[config.mk]
export PLATFORM = sky130hd
export DESIGN_NAME = reg_reclaim_ctrl
export DESIGN_NICKNAME = d
export VERILOG_FILES = /design/src/rtl/nand_cpu_pkg.sv /design/src/rtl/rename_log.sv /design/src/rtl/reg_reclaim_ctrl.sv
export SDC_FILE = /design/constraint.sdc
export NUM_CORES = 1
export LEC_CHECK = 0
export BUFFER_PORTS_ARGS = -buffer_cell sky130_fd_sc_hd__buf_2
export CAP_MARGIN = 5
export CORE_MARGIN = 10
export CORE_UTILIZATION = 25
export CTS_BUF_LIST = sky130_fd_sc_hd__clkbuf_4 sky130_fd_sc_hd__clkbuf_8
export DETAILED_ROUTE_END_ITERATION = 12
export GPL_TIMING_DRIVEN = 0
export PLACE_DENSITY = 0.45
export SLEW_MARGIN = 20
export SYNTH_ARGS = -nofsm -noshare
export SYNTH_HDL_FRONTEND = slang
export SYNTH_HIERARCHICAL = 1
export SYNTH_SLANG_ARGS = --single-unit
[constraint.sdc]
create_clock -name clk -period 6.05 [get_ports clk]
set_input_delay 1.21 -clock clk [delete_from_list [all_inputs] [get_ports clk]]
set_output_delay 1.21 -clock clk [all_outputs]
set_load 0.02 [all_outputs]
[src/rtl/nand_cpu_pkg.sv]
// Shared types for the rename/reclaim path: reclaim FSM states and the
// allocation log entry layout. Register counts default from NUM_D_REG / NUM_S_REG macros.
`ifndef NUM_D_REG
`define NUM_D_REG 32
`endif
`ifndef NUM_S_REG
`define NUM_S_REG 8
`endif

package nand_cpu_pkg;
   localparam int D_TAG_W = $clog2(`NUM_D_REG);
   localparam int S_TAG_W = $clog2(`NUM_S_REG);

   typedef enum logic {
      RC_IDLE = 1'b0,
      RC_WALK = 1'b1
   } reclaim_state_t;

   typedef struct packed {
      logic               use_rw;
      logic [D_TAG_W-1:0] rw_addr;
      logic               use_rs;
      logic [S_TAG_W-1:0] rs_addr;
   } rename_log_entry_t;

   function automatic logic [7:0] sat_inc_lo(input logic [7:0] v);
      return v;
   endfunction
endpackage

[src/rtl/rename_log.sv]
// Circular allocation log: push at tail, retire at head, unwind at tail.
// Full/empty are told apart only by count; push and pop_tail never coincide.
module rename_log
   import nand_cpu_pkg::*;
#(
   parameter int DEPTH = 16,
   localparam int PW = $clog2(DEPTH),
   localparam int CW = $clog2(DEPTH) + 1
) (
   input  logic              clk,
   input  logic              n_rst,
   input  logic              push,
   input  rename_log_entry_t push_entry,
   input  logic              pop_head,
   input  logic              pop_tail,
   output rename_log_entry_t tail_entry,
   output logic [CW-1:0]     count
);
   rename_log_entry_t mem_q [DEPTH];
   rename_log_entry_t mem_d [DEPTH];
   logic [PW-1:0]     head_q, head_d;
   logic [PW-1:0]     tail_q, tail_d;
   logic [CW-1:0]     count_q, count_d;
   logic [PW-1:0]     tail_m1;

   always_comb begin
      mem_d   = mem_q;
      tail_m1 = tail_q - PW'(1);
      if (push) mem_d[tail_q] = push_entry;
      head_d  = head_q + PW'(pop_head);
      tail_d  = tail_q + PW'(push) - PW'(pop_tail);
      count_d = count_q + CW'(push) - CW'(pop_head) - CW'(pop_tail);
   end

   always_ff @(posedge clk) begin
      if (!n_rst) begin
         for (int i = 0; i < DEPTH; i++) mem_q[i] <= '0;
         head_q  <= '0;
         tail_q  <= '0;
         count_q <= '0;
      end else begin
         mem_q   <= mem_d;
         head_q  <= head_d;
         tail_q  <= tail_d;
         count_q <= count_d;
      end
   end

   assign tail_entry = mem_q[tail_m1];
   assign count      = count_q;
endmodule

[src/rtl/reg_reclaim_ctrl.sv]
// Returns speculatively renamed registers to the free list after a flush by
// unwinding the allocation log youngest-first. RECLAIM_STATS_EN adds flush/release counters.
module reg_reclaim_ctrl
   import nand_cpu_pkg::*;
#(
   parameter int NUM_D_REG = `NUM_D_REG,
   parameter int NUM_S_REG = `NUM_S_REG,
   parameter int DEPTH     = 16,
   localparam int DW = $clog2(NUM_D_REG),
   localparam int SW = $clog2(NUM_S_REG),
   localparam int CW = $clog2(DEPTH) + 1
) (
   input  logic          clk,
   input  logic          n_rst,
   input  logic          alloc_valid,
   input  logic          alloc_use_rw,
   input  logic          alloc_use_rs,
   input  logic [DW-1:0] alloc_rw_addr,
   input  logic [SW-1:0] alloc_rs_addr,
   output logic          alloc_ready,
   input  logic          commit_valid,
   output logic          commit_ready,
   input  logic          flush_valid,
   input  logic [CW-1:0] flush_keep,
   output logic          rel_valid,
   output logic          rel_use_rw,
   output logic          rel_use_rs,
   output logic [DW-1:0] rel_rw_addr,
   output logic [SW-1:0] rel_rs_addr,
   output logic          busy,
`ifdef RECLAIM_STATS_EN
   output logic [15:0]   stat_flushes,
   output logic [15:0]   stat_released,
`endif
   output logic [CW-1:0] log_count
);
   reclaim_state_t    state_q, state_d;
   logic [CW-1:0]     target_q, target_d;
   logic              rel_valid_q, rel_valid_d;
   rename_log_entry_t rel_entry_q, rel_entry_d;
   rename_log_entry_t push_entry, tail_entry;
   logic              push, commit_fire, pop_tail, flush_start;
   logic [CW-1:0]     post_cnt, keep;

   assign push_entry = '{use_rw: alloc_use_rw, rw_addr: alloc_rw_addr,
                         use_rs: alloc_use_rs, rs_addr: alloc_rs_addr};

   rename_log #(.DEPTH(DEPTH)) u_log (
      .clk        (clk),
      .n_rst      (n_rst),
      .push       (push),
      .push_entry (push_entry),
      .pop_head   (commit_fire),
      .pop_tail   (pop_tail),
      .tail_entry (tail_entry),
      .count      (log_count)
   );

   // The first tail pop happens in the flush cycle itself so the youngest
   // entry is on rel_* the very next cycle; WALK then exits one cycle after
   // the last pop, keeping busy aligned with rel_valid.
   always_comb begin
      state_d     = state_q;
      target_d    = target_q;
      rel_valid_d = 1'b0;
      rel_entry_d = '0;
      pop_tail    = 1'b0;
      flush_start = 1'b0;
      commit_fire = (state_q == RC_IDLE) && commit_valid && (log_count != '0);
      alloc_ready = (state_q == RC_IDLE) && !flush_valid && (log_count < CW'(DEPTH));
      push        = alloc_valid && alloc_ready;
      post_cnt    = log_count - CW'(commit_fire);
      keep        = (flush_keep < post_cnt) ? flush_keep : post_cnt;
      case (state_q)
         RC_IDLE: begin
            if (flush_valid && (keep != post_cnt)) begin
               state_d     = RC_WALK;
               target_d    = keep;
               pop_tail    = 1'b1;
               rel_valid_d = 1'b1;
               rel_entry_d = tail_entry;
               flush_start = 1'b1;
            end
         end
         RC_WALK: begin
            if (log_count > target_q) begin
               pop_tail    = 1'b1;
               rel_valid_d = 1'b1;
               rel_entry_d = tail_entry;
            end else begin
               state_d = RC_IDLE;
            end
         end
         default: state_d = RC_IDLE;
      endcase
   end

   always_ff @(posedge clk) begin
      if (!n_rst) begin
         state_q     <= RC_IDLE;
         target_q    <= '0;
         rel_valid_q <= 1'b0;
         rel_entry_q <= '0;
      end else begin
         state_q     <= state_d;
         target_q    <= target_d;
         rel_valid_q <= rel_valid_d;
         rel_entry_q <= rel_entry_d;
      end
   end

   assign commit_ready = (state_q == RC_IDLE);
   assign busy         = (state_q == RC_WALK);
   assign rel_valid    = rel_valid_q;
   assign rel_use_rw   = rel_entry_q.use_rw;
   assign rel_rw_addr  = rel_entry_q.rw_addr;
   assign rel_use_rs   = rel_entry_q.use_rs;
   assign rel_rs_addr  = rel_entry_q.rs_addr;

`ifdef RECLAIM_STATS_EN
   logic [15:0] stat_flushes_q, stat_flushes_d;
   logic [15:0] stat_released_q, stat_released_d;

   always_comb begin
      stat_flushes_d  = stat_flushes_q;
      stat_released_d = stat_released_q;
      if (flush_start && (stat_flushes_q != 16'hFFFF))  stat_flushes_d  = stat_flushes_q + 16'd1;
      if (rel_valid_q && (stat_released_q != 16'hFFFF)) stat_released_d = stat_released_q + 16'd1;
   end

   always_ff @(posedge clk) begin
      if (!n_rst) begin
         stat_flushes_q  <= '0;
         stat_released_q <= '0;
      end else begin
         stat_flushes_q  <= stat_flushes_d;
         stat_released_q <= stat_released_d;
      end
   end

   assign stat_flushes  = stat_flushes_q;
   assign stat_released = stat_released_q;
`endif
endmodule

* Word-level counts from Yosys, hierarchy flattened
Index checks and enable logic that the tools add are counted.
** Cells by class
- Add/sub/neg operators :: 7
- $lt $le $gt $ge :: 6
- Equal/unequal tests :: 1
- Bitwise gates (word level) :: 3
- Multiplexer cells :: 13
- Reductions and logical operators :: 10
** Operators with widths (count)
- bitwise mux 160 bit :: 1
- two-way mux 10 bit :: 5
- binary-select mux 10 bit (select 4 bit) :: 1
- demux 10 bit (select 4 bit) :: 1
- case mux 10 bit (2 select lines) :: 1
- subtractor 5 x 1 -> 5 bit :: 3
- >= comparator 5 bit (second input constant) :: 2
- NOT 4 -> 5 bit :: 2
- logical AND 1 bit :: 7
- adder 5 x 1 -> 5 bit :: 1
- > comparator 5 bit :: 1
- less-than comparator 5 x 1 -> 1 bit (second input constant) :: 1
- less-than comparator 5 bit :: 1
- less-than comparator 5 bit (second input constant) :: 1
- two-way mux 5 bit :: 1
- inequality test 5 bit :: 1
- nonzero test 5 bit :: 1
- adder 4 x 1 -> 4 bit :: 1
- subtractor 4 x 1 -> 4 bit :: 1
- subtractor 4 x 1 -> 4 bit (second input constant) :: 1
- two-way mux 1 bit :: 2
- case mux 1 bit (2 select lines) :: 1
- AND reduction 2 bit :: 1
- logical NOT 1 bit :: 1
- NOT 1 bit :: 1
** Storage, ports and cells
- Register bits after elaboration :: 185
- Bits of input ports :: 20
- Output and inout port bits :: 19

* Depth between registers and ports, before layout
Gate-level depths: netlist of run 1.
- Word-level depth :: 11
- Gate-level depth with buffers :: 21
- Mapped depth without buffers :: 20

* By module
The synthesis of run 1 kept the hierarchy.
** Modules (own cells, without submodules)
- rename_log :: cells an instance 885, instances 1, area each 8087.8 µm², seq. area each 3383.2 µm²
- reg_reclaim_ctrl :: cells an instance 96, instances 1, area each 959.7 µm², seq. area each 320.3 µm²

* Least setup slack after synthesis of run 1
Ideal clock, no wire load.
- Kind :: input port to flip-flop
- Start point :: input port commit_valid
- End point :: register u_log.count_q[3], in the netlist u_log/count[3]
- Cell stages on the path :: 20
- Data arrival time :: 4.455 ns
- Slack :: 1.480 ns
- Library setup time :: 0.115 ns
- Cells stage by stage :: o311a_2 ha_1 ha_1 nor3b_2 xnor2_1 ha_1 nor2_1 o311ai_4 o21ai_2 buf_6 inv_1 fa_1 inv_1 ha_1 inv_1 ha_1 inv_1 fa_1 xnor2_1 and2_1
** On the way
- Cells in the longest elaborated chain, start to end :: 10
- Elaborated cells on any way between the ends :: 11
- Those cells by class :: add/sub (3); order compare (1); eq/ne (1); mux (3); reduce/logical (3)
** Ends and longest elaborated chain
- start, declared :: RTL line reg_reclaim_ctrl.sv:21 : input logic commit_valid,
- logical AND 1 bit * (2 in series) :: RTL line reg_reclaim_ctrl.sv:69 : commit_fire = (state_q == RC_IDLE) && commit_valid && (log_count != '0);
- subtractor 5 x 1 -> 5 bit * :: RTL line reg_reclaim_ctrl.sv:72 : post_cnt = log_count - CW'(commit_fire);
- less-than comparator 5 bit :: RTL line reg_reclaim_ctrl.sv:73 : keep = (flush_keep < post_cnt) ? flush_keep : post_cnt;
- two-way mux 5 bit :: RTL line reg_reclaim_ctrl.sv:73
- inequality test 5 bit * :: RTL line reg_reclaim_ctrl.sv:76 : if (flush_valid && (keep != post_cnt)) begin
- logical AND 1 bit * :: RTL line reg_reclaim_ctrl.sv:76
- two-way mux 1 bit * :: RTL line reg_reclaim_ctrl.sv:76
- case mux 1 bit (2 select lines) * :: RTL line reg_reclaim_ctrl.sv:74 : case (state_q)
- via pop_tail :: RTL line reg_reclaim_ctrl.sv:42 : logic push, commit_fire, pop_tail, flush_start;
- subtractor 5 x 1 -> 5 bit * :: RTL line rename_log.sv:32 : count_d = count_q + CW'(push) - CW'(pop_head) - CW'(pop_tail);
- end signal, assigned :: RTL line rename_log.sv:45 : count_q <= count_d;
- end, declared :: RTL line rename_log.sv:23 : logic [CW-1:0] count_q, count_d;
The timed path passes the listed nets; every way through them passes the cells marked *.
A chain may end at the register's enable or synchronous reset.

* Worst setup path in the final report of run 1
- Start point :: register u_log.count_q[3], in the netlist u_log/count[3]
- End point :: register u_log.count_q[3], in the netlist u_log/count[3]
** On the way
- Cells in the longest elaborated chain, start to end :: 10
- Elaborated cells on any way between the ends :: 17
- Those cells by class :: add/sub (4); order compare (3); eq/ne (1); mux (4); reduce/logical (5)
** Ends and longest elaborated chain (RTL line)
- nonzero test 5 bit * :: reg_reclaim_ctrl.sv:69
- logical AND 1 bit * :: reg_reclaim_ctrl.sv:69
- via commit_fire :: reg_reclaim_ctrl.sv:42
- subtractor 5 x 1 -> 5 bit * :: reg_reclaim_ctrl.sv:72
- less-than comparator 5 bit :: reg_reclaim_ctrl.sv:73
- two-way mux 5 bit :: reg_reclaim_ctrl.sv:73
- inequality test 5 bit * :: reg_reclaim_ctrl.sv:76
- logical AND 1 bit * :: reg_reclaim_ctrl.sv:76
- two-way mux 1 bit * :: reg_reclaim_ctrl.sv:76
- case mux 1 bit (2 select lines) * :: reg_reclaim_ctrl.sv:74
- via pop_tail :: reg_reclaim_ctrl.sv:42
- subtractor 5 x 1 -> 5 bit * :: rename_log.sv:32
Marked as above.

==> flow_results.org, run 1 <==
** Worst setup path
- Critical path data required time :: 6420 ps
- Instance count on the critical path :: 21
- Grouping stages by cell kind, the critical path spends the most delay in adder cells.
- Number of cells on the worst reg-to-reg path :: 21
- Maximum fanout along the worst path :: 11
- The worst setup path is of the reg -> reg kind.
- Delay of the slowest cell on the worst path :: 450 ps
- Worst setup EP type :: register
- Worst r2r src :: u_log/count[3]
- The worst setup path is launched from a register.
- The number of buffers and inverters on the critical path is 5.
- For the worst setup path, the data arrival time is 5090 ps.
- The cell that appears most often on the critical path is ha_1.
- Worst setup startpoint :: u_log/count[3]
- Chain of cells forming the critical path :: or3_1 -> o311a_2 -> ha_1 -> ha_1 -> xnor2_1 -> ha_1 -> a21oi_1 -> a21boi_0 -> o21a_1 -> o21ai_2 -> buf_6 -> inv_1 -> fa_1 -> inv_1 -> ha_1 -> inv_1 -> ha_1 -> inv_1 -> fa_1 -> xnor2_1 -> and2_1
- Slowest cell on the critical path :: dfxtp_1

** STA
- Final Setup Violations :: 0
- Maximum achievable frequency :: 212 MHz
- On the final layout, the worst hold slack is 464 ps.
- The number of hold-slack violations in the final timing report was 0.
- Final setup slack of the worst path :: 1330 ps
- Max-slew violations :: 0
- Setup repair after global routing left no endpoint under its margin.
- Summed over all failing endpoints, the final setup total negative slack is 0 ps.
- Worst Tran Pin Value :: 936 ps
- Dividing the final minimum period by the clock period gives 78.0%.
- Fin crit period :: 4720 ps
- Clock Skew :: 12.9 ps
- Measured against its own limit, the worst slew margin works out to 37.3%.

** Synth
- Synthesis inferred 185 register bits.
- In the post-synthesis netlist, the biggest area contributors are dfxtp_1, nand2_1, a21boi_0.
- Average instance area after synthesis :: 9.22 um^2
- dfxtp_1 takes more of the synthesized area than any other cell.
- Share of the synthesized area in the top cell type :: 40.9%
- Yosys printed 6 warnings.
- Distinct cell type count after synthesis :: 45
- After synthesis the cells add up to 0.00905 mm^2.
- Sequential element share of the synthesized area :: 40.9%
- After technology mapping, the gate count stands at 981.
- In the post-synthesis netlist, the cell with the most instances is nand2_1.
- Most used standard cells in the synthesized netlist :: nand2_1, dfxtp_1, a21boi_0, clkbuf_1
- Nets in the synthesized netlist :: 1,034
- Counting flops with a built-in enable in the synthesized netlist gives 0.
- Of all flip-flops after synthesis, the portion carrying an async set or reset was 0%.
- In the synthesized netlist the dominant register cell turns out to be dfxtp_1.

** Clock network
- CTS placed an instance of clkbuf_8 at the clock tree root.
- After clock tree synthesis, the clock-pin slew on the worst setup and hold paths is 100 ps.
- Post-CTS repair changed the size of 0 cells.
- Buffers inserted to repair hold after CTS numbered 0.
- CTS saw 185 sinks.
- Post-CTS timing repair inserted 0 buffers for setup.
- TritonCTS clock tree :: done
- Clock latency on the worst-skew pair :: 480 ps
- The clock tree synthesis step divided the H-tree into 4 levels.
- TritonCTS buffer count :: 17
- Clk buf depth :: 2

** Placed design
- Number of buffer cells added on primary ports :: 28
- OpenSTA, run right after detailed placement, puts the worst setup slack at 1030 ps.
- Detailed placement HPWL :: 19.8 mm
- Final RePlAce weighted congestion :: 0.798
- Placed insts :: 1,470

** Pwr
- The worst-case IR drop observed on VDD is 0.000170 V.
- Of the total power, combinational logic draws 36.3%.
- Clock Power Share :: 27.5%
- Sequential cells burn 36.3% of the power.
- Cell-internal power :: 0.00239 W
- Switching share of power :: 35.6%
- The analysis attributes to net switching a power of 0.00132 W.
- For this design the ratio of total power to cell area is 362 mW/mm^2.
- Leakage power of the design :: 3.65 nW
- Total Power :: 0.00371 W

** Routing
- Post-DR vias/cell :: 4.66
- Number of remaining DRC errors :: 0
- Iter 0 DRT Violations :: 594
- Via Count :: 6,999
- Detailed-route wire length :: 28.7 mm
- Average routed wire per standard cell :: 19.1 um
- Count of antenna-violating nets left after detailed routing :: 0
- The first TritonRoute pass finished after 5 iterations.

** GRT
- GRT Resource Usage Total :: 13.0%
- Initial antenna violation count :: 1
- First-pass GRT wire length :: 43.3 mm
- For this run the aggregate overflow at the end of global routing stands at 0.
- Number of global-route vias before repair :: 6,784
- Pin count of the biggest net entering global routing :: 17

** Layout
- The repair_antennas step left the layout with diodes totalling 0.
- The layout has 3,766 filler cells.
- Syn-to-layout area delta :: 13.2%
- Layout net count :: 1,081
- Share of cells above drive strength 1 :: 12.0%
- Count of non-filler cells in the finished layout :: 1,502

** Hold path
- Worst hold path class :: reg -> reg
- Worst Min Path Start :: u_log/mem_q[22]
- Number of instances on the worst hold path :: 2

** Floorplan
- Core outline area :: 0.0357 mm^2
- The die is 210 um tall.
- Once the floorplan was initialized, standard cells occupied 25.4% of the core.
- Area of the die :: 0.0442 mm^2
- Die Width :: 210 um
- In this run the core area contains 69 standard-cell rows.
- Pin placement for this block handled 39 I/O pins.

** Run
- The tool flagged a number of max-cap violations equal to 0.

** Run status
- Run status :: completed
-- path summary, 6_finish.rpt --
check	to	slack, ps
max	u_log/count[3]	1330
min	u_log/mem_q[22]	460
max reg2reg	u_log/count[3]	1330
min reg2reg	u_log/mem_q[22]	460
-- metrics by stage --
stage / area (um^2) / util, %
2_1_floorplan: 9050 / -
3_3_place_gp: 9760 / 27.4
3_5_place_dp: 9760 / 27.4
4_1_cts: 10200 / 28.7
5_1_grt: 10200 / 28.7
6_report: 10200 / 28.7
-- worst register-to-register path: stages, from the launching register on --
cell      delay [ps]
dfxtp_1          450
or3_1            390
o311a_2          360
ha_1             210
ha_1             230
xnor2_1          140
ha_1             310
a21oi_1          150
a21boi_0         120
o21a_1           260
o21ai_2          220
buf_6            170
inv_1             60
fa_1             380
inv_1             60
ha_1             210
inv_1             50
ha_1             160
inv_1             50
fa_1             370
xnor2_1          130
and2_1           150
-- state kept, by name, indices dropped and copies added (netlist names) --
name,count
rel_valid,1
rel_use_rs,1
rel_rw_addr,5
u_log/count,5
rel_rs_addr,3
u_log/mem_q,160
rel_use_rw,1
target_q,5
u_log/tail_q,4
-- cell usage in the layout (no fill, tap or decap), drive strengths merged --
cell type and instances:
nand2 323, dfxtp 185, a21boi 161, clkbuf 65
buf 58, mux4 40, ha 30, mux2i 30
and3 27, inv 27, nand3 22, a21oi 10
and2 10, xnor2 9, o21ai 8, bufinv 6
clkinv 4, fa 3, xor2 3, o311a 2
a21o 2, nor3b 2, xor3 2, or3 1
nor3 1, xnor3 1, nor2 1, o311ai 1
o211ai 1, o21a 1, nand3b 1, a31oi 1
clkinvlp 1, nor2b 1, o21bai 1
-- power groups by stage --
stage                     Clock, W  Combinational (W)  Sequential (W)
after floorplan                  0           0.000995         0.00137
after global placement           0            0.00135         0.00137
after detailed placement         0            0.00135         0.00137
after CTS                  0.00104            0.00136         0.00135
after global routing       0.00109            0.00148         0.00135
final                      0.00102            0.00134         0.00134
-- layout make-up --
| cell class | instances | area [um^2] | area share [%] |
|---|---|---|---|
| Timing Repair Buffer | 28 | 140 | 1.37 |
| Multi-Input combinational cell | 695 | 4890 | 47.7 |
| Inverter | 23 | 86.3 | 0.843 |
| Tap cell | 461 | 577 | 5.63 |
| Sequential cell | 185 | 3700 | 36.2 |
| Clock inverter | 15 | 243 | 2.37 |
| Clock buffer | 17 | 234 | 2.28 |
| Buffer | 78 | 372 | 3.63 |
-- cells by family (layout without fill, tap and decap cells) --
| logic type | after synthesis | in the layout | share of synthesized area, % |
|---|---|---|---|
| compound gates | 188 | 188 | 15.4 |
| mux | 70 | 70 | 13.7 |
| buf+inv | 101 | 161 | 5.06 |
| simple gates | 389 | 389 | 17.8 |
| xor+xnor | 15 | 15 | 2.24 |
| fa+ha+maj | 33 | 33 | 4.81 |
| flops | 185 | 185 | 40.9 |
-- metal layers --
layer / routed length, um / GRT usage (%) / up-vias
met5: 0 / 0 / -
met3: 1490 / 2.64 / 28
met4: 557 / 4.00 / 0
met2: 12500 / 19.6 / 164
met1: 14200 / 18.3 / 3399
li1: - / - / 3408
Note: power is estimated with default switching activity, not from simulation.
==> inputs of run 2 (changes only) <==
--- a/config.mk
+++ b/config.mk
@@ -5,6 +5,7 @@
 export SDC_FILE = /design/constraint.sdc
 export NUM_CORES = 1
 export LEC_CHECK = 0
+export ABC_AREA = 1
 export BUFFER_PORTS_ARGS = -buffer_cell sky130_fd_sc_hd__buf_2
 export CAP_MARGIN = 5
 export CORE_MARGIN = 10
==> constraint.sdc (replaced) <==
create_clock -name clk -period 4.8 [get_ports clk]
set_input_delay 0.96 -clock clk [delete_from_list [all_inputs] [get_ports clk]]
set_output_delay 0.96 -clock clk [all_outputs]
set_load 0.02 [all_outputs]
==> flow_results.org, run 2 <==
** STA
- Of the available clock period, the critical path in the final layout requires 88.8%.
- The number of hold-slack violations in the final timing report came to 0.
- Setup TNS :: 0 ps
- The routed design could run at a clock period as short as 4260 ps.
- Setup repair after global routing left no endpoint under its margin.
- For the pin with the worst max-slew slack, the measured transition is 853 ps.
- Maximum achievable frequency :: 235 MHz
- Worst relative slew slack :: 43.2%
- Final Setup Violations :: 0
- The clock arrives with 22.5 ps of skew.
- Max-slew violations :: 0

** Hold path
- The worst hold path belongs to the class reg -> reg.
- Worst Hold Endpoint :: u_log/mem_q[159]
- Number of instances on the worst hold path :: 2
- Worst Min Path Start :: u_log/mem_q[159]

** Worst setup path
- Tracing the worst setup path back leads to its startpoint at u_log/count[2].
- Critical Setup Path Class :: reg -> reg
- Across all register-to-register paths, the minimum setup slack is 540 ps.
- Slowest cell on the critical path :: dfxtp_4
- Number of cells on the worst reg-to-reg path :: 24
- FF-to-FF End :: u_log/count[3]
- Along the worst path, the maximum fanout reaches 9.
- The worst setup path is launched from a register.
- Chain of cells forming the critical path :: nor2_2 -> nand4_1 -> nand3_1 -> inv_1 -> ha_2 -> ha_1 -> nand3_1 -> nand2_1 -> ha_1 -> a21oi_2 -> nand3_4 -> nor2_1 -> nand2_1 -> nand2_2 -> inv_1 -> fa_1 -> inv_1 -> ha_1 -> inv_1 -> ha_1 -> inv_1 -> fa_1 -> xor2_1 -> nor2_1
- The most numerous cell type found on the critical path is inv_1.
- On the worst path, the slowest cell contributes a delay of 410 ps.
- Worst r2r src :: u_log/count[2]
- The worst setup path is captured at a register.
- Data arrives at the worst endpoint at 4690 ps.
- Critical path data required time :: 5220 ps

** Floorplan
- Number of placement rows :: 69
- Measured along the y axis, the die boundary spans 211 um.
- Once the floorplan was initialized, standard cells occupied 25.5% of the core.
- Core outline area :: 0.0358 mm^2
- 39 I/O pins were placed.
- The die is 211 um wide.
- Area of the die :: 0.0446 mm^2

** Layout
- Commonest cells after routing, fill and taps aside :: nand2_1, inv_1, dfxtp_1
- Share of cells above drive strength 1 :: 11.1%
- Layout net count :: 1,417
- Cells fill 28.7% of the core in the end.
- After routing the design area is 0.0103 mm^2.
- The register with the most flip-flops in the layout has 160 of them.
- Registers take 0.00371 mm^2.
- Syn-to-layout area delta :: 12.7%
- FILL cells :: 3,968
- In the final layout, the multi-input gates occupy 0.00417 mm^2.
- Ranked by flip-flop count, first place goes to u_log/mem_q.
- Most common library cell in the layout ignoring fill and taps :: nand2_1
- Antenna diode count :: 0

** Pwr
- The design draws 0.00574 W.
- Leakage power of the design :: 4.30 nW
- Power spread over the standard cell area amounts to 558 mW/mm^2.
- Peak supply drop :: 0.000272 V

** Synth
- Distinct cell type count after synthesis :: 29
- Average instance area after synthesis :: 6.99 um^2
- Cell area after technology mapping :: 0.00913 mm^2
- Sequential element share of the synthesized area :: 40.6%
- The synthesized design spends more area on one cell type than any other, namely dfxtp_1.
- Summed over its instances, the top area cell type makes up 40.6% of the synthesized netlist area.
- Among all flip-flop cells after synthesis, the most frequent one is dfxtp_1.
- Async set-reset flop share out of synthesis :: 0%
- By instance count, the leading cell after synthesis is nand2_1.
- Leading post-synthesis cells by cell area :: dfxtp_1, a21oi_1, nand3_1
- Flip-flop and latch count after synthesis :: 185
- Nets in the synthesized netlist :: 1,360
- Sorting the synthesized cells by how often they occur yields nand2_1, inv_1, dfxtp_1, a21oi_1, nand3_1.
- Yosys printed 6 warnings.
- Synthesized netlist cell count :: 1,307
- Counting flops with a built-in enable in the synthesized netlist gives 0.

** Placed design
- Final RePlAce weighted congestion :: 0.836
- In this run the cell area measured after placement is 0.00990 mm^2.
- Number of buffer cells added on primary ports :: 38
- Detailed placement HPWL :: 21.4 mm

** GRT
- Pin count of the biggest net entering global routing :: 19
- Number of global-route vias before repair :: 7,955
- Across every metal layer, demand over resource in global routing totals 13.4%.
- The first global-routing pass estimated 46.2 mm of wire.
- The total overflow left after global routing is 0.
- Initial antenna violation count :: 0

** Routing
- Detailed-route wire length :: 29.8 mm
- Number of optimization iterations in the first detailed-route pass :: 5
- Dividing the detail-routed via count by the number of cells gives 4.58.
- In this run the remaining antenna-violating nets after routing total 0.
- After detailed routing, the number of remaining DRC violations is 0.
- Average routed wire per standard cell :: 16.2 um
- The detailed router finished its first iteration with 619 violations.
- Via Count :: 8,409

** Clock network
- CTS Hold Bufs :: 0
- The H-tree was split into 4 levels.
- Clock latency on the worst-skew pair :: 500 ps
- The cell sitting at the root of the clock tree is a clkbuf_8.
- Clock tree synthesis inserted a total of 17 buffers.
- Clock-pin slew was measured on the worst setup and hold paths at 120 ps.
- Clk buf depth :: 2
- TritonCTS built the clock tree.
- Counting every sink on the clock net gives 185.

** Run
- Max-cap violations in this run came to 0.

** Run status
- The flow ran to the end, and the final reports show no timing, DRC or antenna violations.
==> run 2: cell count changes after synthesis, moves of 25 or more <==
cell and delta:
inv_1 +189, o21ai_0 +153, a21oi_1 +160, mux4_2 -29, a21boi_0 -161, mux2i_1 -30
nand2_1 -107, and3_1 -25, nand3_1 +148, buf_2 +28
==> run 2: worst max path at each step <==
stage                          end  depth (start not counted)  slack (ps)
floorplan           u_log/count[3]                         23         580
global placement    u_log/count[3]                         24          90
detailed placement  u_log/count[3]                         24          20
CTS                 u_log/count[3]                         27         210
global route        u_log/count[3]                         27          50
finish              u_log/count[3]                         24         540
==> run 2: layout make-up <==
type	instances	share of cell area, %
timing repair buffer	38	1.85
buffer	97	4.35
tap	461	5.60
clock buffer	20	2.61
clock inverter	12	1.12
multi-input combinational	810	40.5
sequential	185	36.1
inverter	215	7.84
==> run 2: what timing repair did <==
action	4_1_cts	5_1_grt
buffers inserted	0	0
setup endpoints to repair	0	3
gates resized for setup	0	7
==> run 2: worst max-delay path, delay by kind of cell, from the launching register on <==
family / cells / cell delay (ps)
AO/OA/AOI/OAI: 1 / 310
XOR/XNOR: 1 / 150
adder cells (fa/ha/maj): 7 / 1850
buffers and inverters: 5 / 320
flip-flops: 1 / 410
AND/OR/NAND/NOR: 10 / 1120
==> run 2: kinds of logic (layout without fill, tap and decap cells) <==
family,after synthesis,in the layout,synth area share [%]
and+or+nand+nor,436,436,21.3
AOI/OAI and AO/OA,334,334,18.5
buffers and inverters,312,382,13.7
DFF,185,185,40.6
adders and majority gates,33,33,4.77
xor gates and xnor gates,7,7,1.08
==> run 2: report_power, final <==
part           internal, W  total (W)  switching (W)  leakage [nW]
clock             0.000419    0.00108       0.000657         0.201
combinational     0.000930    0.00289        0.00196          2.60
sequential         0.00168    0.00177      0.0000926          1.50
total              0.00303    0.00574        0.00271          4.30
==> run 2: stage by stage <==
stage,instances,hold WS (ps),setup slack (ps)
finish,1838,456,536
global route,1838,477,47.7
floorplan,1307,429,575
CTS,1838,458,208
global placement,1806,438,85.1
detailed placement,1806,442,24.3
==> run 2: per-layer routing <==
layer  part of all wire, %  GRT usage, %  vias up
li1                      -             -     4303
met1                    50          18.6     3914
met2                    44          20.8      161
met3                   4.2          2.31       31
met4                   1.9          4.02        0
met5                     0             0        -
==> inputs of run 3 (changes only) <==
--- a/config.mk
+++ b/config.mk
@@ -5,7 +5,6 @@
 export SDC_FILE = /design/constraint.sdc
 export NUM_CORES = 1
 export LEC_CHECK = 0
-export ABC_AREA = 1
 export BUFFER_PORTS_ARGS = -buffer_cell sky130_fd_sc_hd__buf_2
 export CAP_MARGIN = 5
 export CORE_MARGIN = 10
==> flow_results.org, run 3 (synthesis results as in run 1) <==
** Floorplan
- Initial cell density of the core :: 25.4%
- During I/O placement, the number of pins put on the boundary was 39.
- The die is 210 um tall.
- Measured along the x axis, the die boundary spans 210 um.
- The die covers 0.0442 mm^2.
- After floorplanning, the core was sized to cover 0.0357 mm^2.
- In this run the core area contains 69 standard-cell rows.

** Pwr
- The clock network burns 27.1% of the power.
- The internal portion of the total power is 0.00305 W.
- In this run the static leakage power is 3.67 nW.
- Power per cell area :: 459 mW/mm^2
- Part of the total power dissipated in sequential elements :: 35.9%
- VDD sags by at most 0.000216 V.
- Sw power :: 0.00167 W
- Switching share of power :: 35.4%
- In this run, the combinational gates consume 37.0% of the power.

** Routing
- Across all layers, the routed design uses 7,021 vias.
- Dividing the detail-routed wire length by the instance count gives 19.1 um.
- Dividing the detail-routed via count by the number of cells gives 4.66.
- Once detail routing completed, the nets flagged for antenna violations numbered 0.
- The first detailed-routing pass took 5 iterations.
- Number of remaining DRC errors :: 0
- The routed design has 28.7 mm of wire.
- Iter 0 DRT Violations :: 527

** Worst setup path
- Worst setup EP type :: register
- Worst r2r src :: u_log/count[3]
- Worst setup path endpoint :: u_log/count[3]
- Crit path arrival time :: 4840 ps
- Critical Setup Path Class :: reg -> reg
- STA puts the critical path data required time at 5170 ps.
- FF-to-FF End :: u_log/count[3]
- Number of cells on the worst reg-to-reg path :: 21
- Reg-to-reg setup timing slack :: 330 ps
- Maximum fanout along the worst path :: 8
- Startpoint type of the worst setup path :: register
- Tracing the worst setup path back leads to its startpoint at u_log/count[3].

** GRT
- Global routing consumed, on the met3 layer, 2.64% of the routing resources.
- Met1 demand-to-capacity share in global routing :: 18.3%
- Global routing consumed, on the met2 layer, 19.6% of the routing resources.
- Global routing consumed, over all layers together, 13.0% of the routing resources.
- Entering global routing, the biggest net connects 17 pins.
- Summed over all layers, the global routing overflow is 0.
- Gr busiest metal :: met2
- The number of global-route vias before repair came to 6,784.
- The first global-routing pass estimated 43.3 mm of wire.
- The initial antenna violation count came to 1.

** Clock network
- Clock-pin slew was measured on the worst setup and hold paths at 90 ps.
- TritonCTS built the clock tree.
- Clock latency on the worst-skew pair :: 480 ps
- The H-tree was split into 4 levels.
- Clock sink total :: 185
- In this run, CTS created clock tree buffers numbering 17.
- Clk buf depth :: 2
- Clock Tree Root :: clkbuf_8

** STA
- Setup violations remaining at the end of the flow were counted as 0.
- Hold Violations, Final :: 0
- Worst Tran Pin Value :: 930 ps
- Setup repair after global routing left no endpoint under its margin.
- Post-route fraction of the period consumed by the critical path :: 93.1%
- Worst relative slew slack :: 37.7%
- Between clock sinks in the finished design, the worst skew comes to 12.7 ps.
- Fin crit period :: 4470 ps
- Derived from the worst setup path, the maximum achievable clock frequency is 224 MHz.
- Max-slew violations :: 0
- Setup TNS :: 0 ps

** Placed design
- Buffers placed on the I/O ports in this run total 28.
- Routability-driven placement finished with a final weighted congestion of 0.798.
- Once detailed placement completed, the half-perimeter wirelength came to 19.8 mm.

** Layout
- In the final layout, the share of cells above drive strength 1 is 12.8%.
- Layout net count :: 1,085
- Counting flops per register, the top entry is u_log/mem_q.
- The library cells used most frequently in the layout, excluding fill and tap cells, are nand2_1, dfxtp_1, a21boi_0.
- Syn-to-layout area delta :: 13.7%
- Cells fill 28.8% of the core in the end.
- Leaving out fill and tap cells, the most frequent cell in the layout is nand2_1.
- Antenna diode count :: 0
- Number of flip-flops under the largest register name :: 160

** Hold path
- Worst Min Path Start :: u_log/mem_q[22]
- The min-delay analysis places its worst path in the category reg -> reg.

** Run status
- Run status :: completed

** Run
- The tool flagged a number of max-cap violations equal to 0.
[run 3: cell types whose count changed in the layout (fill, tap and decap cells not counted), moves of 107 or more]
cell	change
nand3_1	-148
o21ai_0	-153
inv_1	-189
nand2_1	+107
a21oi_1	-161
a21boi_0	+160
[run 3: layout make-up]
| cell class | instances | area, um^2 |
|---|---|---|
| Multi-Input combinational cell | 695 | 4890 |
| Timing Repair Buffer | 32 | 170 |
| Inverter | 23 | 86.3 |
| Clock inverter | 15 | 243 |
| Sequential cell | 185 | 3710 |
| Fill cell | 3764 | 25400 |
| Buffer | 78 | 372 |
| Tap cell | 461 | 577 |
| Clock buffer | 17 | 234 |
[run 3: worst min-delay path by stage]
stage	end	cells after the start	slack (ps)
finish	u_log/mem_q[22]	2	460
global route	u_log/mem_q[20]	2	480
CTS	u_log/mem_q[22]	2	470
detailed placement	u_log/mem_q[120]	2	450
global placement	u_log/mem_q[106]	2	450
floorplan	u_log/mem_q[106]	2	440
[run 3: power groups by stage]
stage	clock (W)	combinational [W]	sequential, W
6_report	0.00128	0.00175	0.00170
2_1_floorplan	0	0.00125	0.00173
5_1_grt	0.00137	0.00192	0.00171
4_1_cts	0.00132	0.00172	0.00170
3_3_place_gp	0	0.00170	0.00173
3_5_place_dp	0	0.00171	0.00173
[run 3: per-stage QoR]
| stage | setup WS (ps) | power (W) | hold slack [ps] | std cells | area [um^2] |
|---|---|---|---|---|---|
| floorplan | 402 | 0.00298 | 439 | 981 | 9050 |
| global placement | 53.7 | 0.00343 | 448 | 1470 | 9760 |
| detailed placement | 33.8 | 0.00344 | 453 | 1470 | 9760 |
| CTS | 46.7 | 0.00473 | 467 | 1502 | 10200 |
| global route | 32.6 | 0.00500 | 480 | 1506 | 10300 |
| finish | 332 | 0.00472 | 464 | 1506 | 10300 |
[run 3: what timing repair did]
item	in CTS	in global routing
hold buffers	0	0
endpoints found under the hold margin	0	0
resized for setup	0	7
endpoints found under the setup margin	0	3
buffers inserted	0	4
[run 3: critical path, cell delays in order, from the launching register on]
cell and delay, ps:
dfxtp_4 390, or3_1 340, o311a_2 350, ha_1 210
ha_2 200, xnor2_1 130, ha_1 340, a21oi_2 140
a21boi_1 80, o21a_2 250, o21ai_2 180, buf_6 130
inv_1 50, fa_1 370, inv_1 60, ha_1 210
inv_1 50, ha_1 160, inv_1 50, fa_1 370
xnor2_1 130, and2_1 150
[run 3: routing by layer]
layer | share of wire (%) | routed length [um] | up-vias
met5 | 0 | 0 | -
met4 | 2.0 | 576 | 0
met3 | 5.2 | 1500 | 29
met2 | 44 | 12500 | 156
met1 | 49 | 14100 | 3419
li1 | - | - | 3417
